## src/rtl/secuenciador_pkg.sv

```systemverilog
// Shared definitions for the sequencer: ALU opcodes, FSM states and
// instruction field positions.
package secuenciador_pkg;

  localparam logic [2:0] OP_SUM  = 3'd0;
  localparam logic [2:0] OP_COMP = 3'd1;
  localparam logic [2:0] OP_SL   = 3'd2;
  localparam logic [2:0] OP_SR   = 3'd3;
  localparam logic [2:0] OP_CMI  = 3'd4;
  localparam logic [2:0] OP_CMM  = 3'd5;
  localparam logic [2:0] OP_SA   = 3'd6;
  localparam logic [2:0] OP_LO   = 3'd7;

  typedef enum logic [2:0] {
    S_IDLE,
    S_FETCH,
    S_EXEC,
    S_WB,
    S_DONE
  } state_t;

  localparam int OPC_HI = 7;
  localparam int OPC_LO = 5;
  localparam int RA_HI  = 4;
  localparam int RA_LO  = 3;
  localparam int RB_HI  = 2;
  localparam int RB_LO  = 1;
  localparam int WB_BIT = 0;

  // SA and LO leave dato_mux untouched, so there is nothing to write back.
  function automatic logic wb_allowed(input logic [7:0] ins);
    return ins[WB_BIT] && (ins[OPC_HI:OPC_LO] != OP_SA) &&
           (ins[OPC_HI:OPC_LO] != OP_LO);
  endfunction

endpackage

```

## src/rtl/secuenciador_banco_registros.sv

```systemverilog
// 4x4-bit register file: one shared write port, three combinational reads
// (ALU operand A, operand B, debug).
module banco_registros (
  input  logic       clk,
  input  logic       rst_n,
  input  logic       we,
  input  logic [1:0] wsel,
  input  logic [3:0] wdata,
  input  logic [1:0] sel_a,
  input  logic [1:0] sel_b,
  input  logic [1:0] sel_d,
  output logic [3:0] rdata_a,
  output logic [3:0] rdata_b,
  output logic [3:0] rdata_d
);

  logic [3:0] regs [4];

  always_ff @(posedge clk or negedge rst_n) begin
    if (!rst_n) begin
      for (int i = 0; i < 4; i++) regs[i] <= '0;
    end else if (we) begin
      regs[wsel] <= wdata;
    end
  end

  assign rdata_a = regs[sel_a];
  assign rdata_b = regs[sel_b];
  assign rdata_d = regs[sel_d];

endmodule

```

## src/rtl/secuenciador.sv

```systemverilog
// Instruction sequencer feeding the 4-bit ALU: fetches from a loadable
// program memory, holds ALU operands for ALU_LAT cycles, writes results back.
module secuenciador
  import secuenciador_pkg::*;
#(
  parameter int AW      = 4,
  parameter int ALU_LAT = 3
) (
  input  logic          clk,
  input  logic          rst_n,
  input  logic          load_en,
  input  logic [AW-1:0] load_addr,
  input  logic [7:0]    load_data,
  input  logic          reg_we,
  input  logic [1:0]    reg_sel,
  input  logic [3:0]    reg_wdata,
  output logic [3:0]    reg_rdata,
  input  logic          start,
  input  logic [AW:0]   prog_len,
  output logic [7:0]    instr,
  output logic [3:0]    A,
  output logic [3:0]    B,
  input  logic [3:0]    dato_mux,
  output logic          busy,
  output logic          done,
  output logic [AW-1:0] pc,
  output logic          wb_valid,
  output logic [1:0]    wb_sel,
  output logic [3:0]    wb_data
);

  localparam int              CW      = (ALU_LAT > 1) ? $clog2(ALU_LAT) : 1;
  localparam logic [CW-1:0]   CNT_END = CW'(ALU_LAT - 1);
  localparam logic [AW:0]     LEN_MAX = (AW+1)'(1 << AW);

  state_t        state;
  logic [CW-1:0] cnt;
  logic [AW:0]   len;
  logic [7:0]    mem [1 << AW];
  logic [7:0]    fetch_word;
  logic          idle;
  logic          wb_fire;
  logic [1:0]    wb_sel_q;
  logic [3:0]    wb_data_q;
  logic [3:0]    rd_a;
  logic [3:0]    rd_b;
  logic          rf_we;
  logic [1:0]    rf_wsel;
  logic [3:0]    rf_wdata;
  logic [AW:0]   len_clamp;
  logic [AW-1:0] pc_inc;
  logic          last_instr;

  assign idle       = (state == S_IDLE) || (state == S_DONE);
  assign fetch_word = mem[pc];
  assign wb_fire    = (state == S_WB) && wb_allowed(instr);
  assign len_clamp  = (prog_len > LEN_MAX) ? LEN_MAX : prog_len;
  assign pc_inc     = (pc == {AW{1'b1}}) ? pc : pc + AW'(1);
  assign last_instr = (({1'b0, pc} + (AW+1)'(1)) == len);

  // Presets only happen while idle and writebacks only in WB, so the two never collide.
  assign rf_we    = wb_fire || (reg_we && idle);
  assign rf_wsel  = wb_fire ? instr[RA_HI:RA_LO] : reg_sel;
  assign rf_wdata = wb_fire ? dato_mux : reg_wdata;

  assign wb_valid = wb_fire;
  assign wb_sel   = wb_fire ? instr[RA_HI:RA_LO] : wb_sel_q;
  assign wb_data  = wb_fire ? dato_mux : wb_data_q;

  banco_registros u_regs (
    .clk     (clk),
    .rst_n   (rst_n),
    .we      (rf_we),
    .wsel    (rf_wsel),
    .wdata   (rf_wdata),
    .sel_a   (fetch_word[RA_HI:RA_LO]),
    .sel_b   (fetch_word[RB_HI:RB_LO]),
    .sel_d   (reg_sel),
    .rdata_a (rd_a),
    .rdata_b (rd_b),
    .rdata_d (reg_rdata)
  );

  // Program memory survives reset so a program can be rerun after an abort.
  always_ff @(posedge clk) begin
    if (load_en && idle) mem[load_addr] <= load_data;
  end

  always_ff @(posedge clk or negedge rst_n) begin
    if (!rst_n) begin
      state     <= S_IDLE;
      cnt       <= '0;
      len       <= '0;
      pc        <= '0;
      instr     <= '0;
      A         <= '0;
      B         <= '0;
      busy      <= 1'b0;
      done      <= 1'b0;
      wb_sel_q  <= '0;
      wb_data_q <= '0;
    end else begin
      if (wb_fire) begin
        wb_sel_q  <= instr[RA_HI:RA_LO];
        wb_data_q <= dato_mux;
      end
      case (state)
        S_IDLE, S_DONE: begin
          if (start) begin
            len <= len_clamp;
            pc  <= '0;
            if (prog_len == '0) begin
              state <= S_DONE;
              busy  <= 1'b0;
              done  <= 1'b1;
            end else begin
              state <= S_FETCH;
              busy  <= 1'b1;
              done  <= 1'b0;
            end
          end
        end
        S_FETCH: begin
          instr <= fetch_word;
          A     <= rd_a;
          B     <= rd_b;
          cnt   <= '0;
          state <= S_EXEC;
        end
        S_EXEC: begin
          cnt <= cnt + CW'(1);
          if (cnt == CNT_END) state <= S_WB;
        end
        S_WB: begin
          pc <= pc_inc;
          if (last_instr) begin
            state <= S_DONE;
            busy  <= 1'b0;
            done  <= 1'b1;
          end else begin
            state <= S_FETCH;
          end
        end
        default: begin
          state <= S_IDLE;
          busy  <= 1'b0;
          done  <= 1'b0;
        end
      endcase
    end
  end

endmodule
```

## config.mk

```make
export PLATFORM = sky130hd
export DESIGN_NAME = secuenciador
export DESIGN_NICKNAME = d
export VERILOG_FILES = /design/src/rtl/secuenciador_pkg.sv /design/src/rtl/secuenciador_banco_registros.sv /design/src/rtl/secuenciador.sv
export SDC_FILE = /design/constraint.sdc
export NUM_CORES = 1
export LEC_CHECK = 0
export BUFFER_PORTS_ARGS = -buffer_cell sky130_fd_sc_hd__buf_2
export CORE_MARGIN = 2
export CORE_UTILIZATION = 59
export DETAILED_ROUTE_END_ITERATION = 8
export PLACE_DENSITY_LB_ADDON = 0.3
export SYNTH_ARGS = -nofsm -noshare
export SYNTH_HDL_FRONTEND = slang
export SYNTH_HIERARCHICAL = 1
export SYNTH_SLANG_ARGS = --single-unit
```

## constraint.sdc

```tcl
create_clock -name clk -period 3.1 [get_ports clk]
set_clock_uncertainty 0.2 [all_clocks]
set_input_delay 0.155 -clock clk [delete_from_list [all_inputs] [get_ports clk]]
set_output_delay 0.155 -clock clk [all_outputs]
set_load 0.01 [all_outputs]
```

==> impl_metrics.toml <==
[status]
status = "finished clean"

[global_route]
antenna_found_initial = 0
top_usage_layer = "met2"
grt_max_degree = 30
first_global_vias = 4636
gr-usage-met3_pct = 5.460
grt_use_met2_pct = 42.10
track_usage_pct = 25.15
grt_pass1_wl_mm = 26.06
met1_usage_pct = 32.36
grt_overflow = 0

[sta]
tightest_slew_ns = 0.6787
final_hold_viol_count = 0
relSlewSlack_pct = 54.75
fmax_ghz = 0.3532
min_period_over_period_pct = 91.33
tns_ns = 0
finalSetupViolCount = 0
grt_setup_unrepaired = "false"
finalCriticalPeriod_ns = 2.831
drv_slew = 0

[synth]
syn-num-nets = 499
netlist_top_cells_area = "edfxtp_1 49%, dfrtp_1 17%, mux4_2 8.3%"
synthesis.area_um2 = 7831
synth_top_area_cell = "edfxtp_1"
ys_ff_latch = 182
synth.avg_cell_area_um2 = 16.84
synthArstFlopShare_pct = 29.67
synth_ff_type = "edfxtp_1"
synth_common_cells = "128 x edfxtp_1, 54 x dfrtp_1, 45 x nand2_1"
synth_most_common_cell = "edfxtp_1"
synth_edf_count = 128
seq_area_frac_synth_pct = 66.34
syn_inst = 465
synth_cell_types = 46
yosysWarnings = 6
synth.top_cell.area_share_pct = 49.08

[die]
die_h_um = 119.2
die-area_um2 = 14210
io_pins = 65
die_x_um = 119.2
coreArea_um2 = 13090
start_util_pct = 59.85
rows = 42

[clocking]
clk_latency_ns = 0.43
cts_sinks = 182
clockBufferDepth = 2
cts.clk_slew.worst_paths_ns = 0.07
numCtsBuffers = 17
clockRootBuffer = "clkbuf_16"
cts_resized = 0
cts_tree = "yes"
htree_levels = 4

[place]
gp_congestion = 0.7911
place.port_buffers = 64
dpl.cell_count = 717
dpl.hpwl_mm = 10.68

[routing]
routed_wl_mm = 16.62
drtAntennaViolNets = 0
wl_per_cell_um = 21.41
drtIter0Drc = 423
first_pass_iters = 5
remaining_drc_errors = 0
viasPerCell = 6.014
vias = 4667

[finish]
regArea_um2 = 5195
multiInputGateArea_um2 = 2494
drive_gt1_share_pct = 33.17
area_growth_pct = 19.94
final_cells = 776
fillerInstances = 798
diodes = 0
final_nets = 621

[power_and_ir_drop]
p_leak_nw = 3.541
vdd_drop_max_mv = 0.7365
p_per_area_nw_per_um2 = 845.9

[job]
drv_cap = 0

[critical_path]
crit_end = "A[1]$_DFFE_PN0P_"
timing.rr.start = "pc[1]$_DFFE_PN0P_"
cp-end-kind = "register"
crit_path_start_kind = "register"
worst_r2r_endpoint = "A[1]$_DFFE_PN0P_"
rrSetupSlack_ns = 0.27
path_max_fanout = 11
critPathLaunch = "pc[1]$_DFFE_PN0P_"
cp.required_ns = 3.21
reg2regPathDepth = 8
cp.arrival_ns = 2.94
path_class = "register to register"

[hold_path]
hp-class = "input pin to register"
-- how the worst min path moves through the flow --
stage / startpoint / to / slack (ns) / cells after the start
6_report: load_addr[3] / mem[1][0]$_DFFE_PP_ / 0.08 / 3
5_1_grt: load_addr[3] / mem[1][0]$_DFFE_PP_ / 0.09 / 3
4_1_cts: load_addr[3] / mem[1][0]$_DFFE_PP_ / 0.07 / 3
3_5_place_dp: rst_n / state[0]$_DFFE_PN0P_ / 0.02 / 1
3_3_place_gp: rst_n / state[0]$_DFFE_PN0P_ / 0.007 / 1
2_1_floorplan: rst_n / A[0]$_DFFE_PN0P_ / -0.34 / 0
-- sequential cells by signal (all words and copies together) (netlist names) --
name         count
state            3
busy             1
cnt              2
A                4
wb_data_q        4
pc               4
instr            8
mem            128
u_regs/regs     16
wb_sel_q         2
B                4
done             1
len              5
-- area by class of cell --
type / count / area share (%)
Inverter: 4 / 0.1599
Clock inverter: 15 / 2.051
Clock buffer: 17 / 4.529
Sequential cell: 182 / 55.31
Timing Repair Buffer: 124 / 9.058
Tap cell: 176 / 2.344
Multi-Input combinational cell: 258 / 26.55
-- repair_timing --
item | in CTS | in global routing
hold buffers | 27 | 0
hold endpoints to repair | 183 | 0
buffers inserted | 0 | 0
-- per-stage QoR --
step                      util (%)  worst slack, ns  area (um^2)  total power, mW  hold slack (ns)
after CTS                    71.78           0.2499         9393            7.987          0.06868
after floorplan                  -           0.5071         7831            5.008          -0.3406
after global placement       64.99           0.3187         8504            5.667         0.006521
final                        71.78           0.2688         9393            7.945          0.08424
after detailed placement     64.99           0.2751         8504            5.752          0.01528
after global routing         71.78          0.09068         9393            8.360          0.08855
-- per-layer routing --
| metal | routed length (um) | vias to the layer above |
|---|---|---|
| met5 | 0 | - |
| met4 | 345 | 0 |
| met3 | 1189 | 26 |
| met2 | 8551 | 209 |
| met1 | 6530 | 2361 |
| li1 | - | 2071 |
-- report_power, final --
group,switching [mW],internal [mW]
Sequential,0.344,2.97
Clock,0.961,1.23
Combinational,1.16,1.28
Total,2.47,5.48
-- worst max-delay path: stages (launching register included) --
cell	delay, ns
dfrtp_1	0.67
buf_4	0.31
mux4_1	0.60
mux2_4	0.29
nor2_1	0.08
a21oi_1	0.11
mux4_2	0.32
nand2_1	0.07
nand2_1	0.05
-- kinds of logic (layout without fill, tap and decap cells) --
logic type / after synthesis / in the layout / synth area share [%]
flops: 182 / 182 / 66.34
simple gates: 120 / 120 / 7.382
mux: 89 / 89 / 19.62
compound gates: 40 / 40 / 3.739
buf+inv: 25 / 160 / 1.821
xor+xnor: 7 / 7 / 0.7829
fa+ha+maj: 2 / 2 / 0.3195
-- layout by cell type (no fill, tap or decap), types with 17 or more instances in the layout --
| cell | Yosys | routed |
|---|---|---|
| mux2_2 | 36 | 36 |
| buf_4 | 2 | 32 |
| mux4_2 | 29 | 29 |
| nand2_1 | 45 | 45 |
| dlygate4sd3_1 | 0 | 27 |
| clkbuf_16 | 0 | 17 |
| dfrtp_1 | 54 | 54 |
| edfxtp_1 | 128 | 128 |
| nor2_1 | 27 | 27 |
| buf_2 | 8 | 64 |
Note: power is estimated with default switching activity, not from simulation.
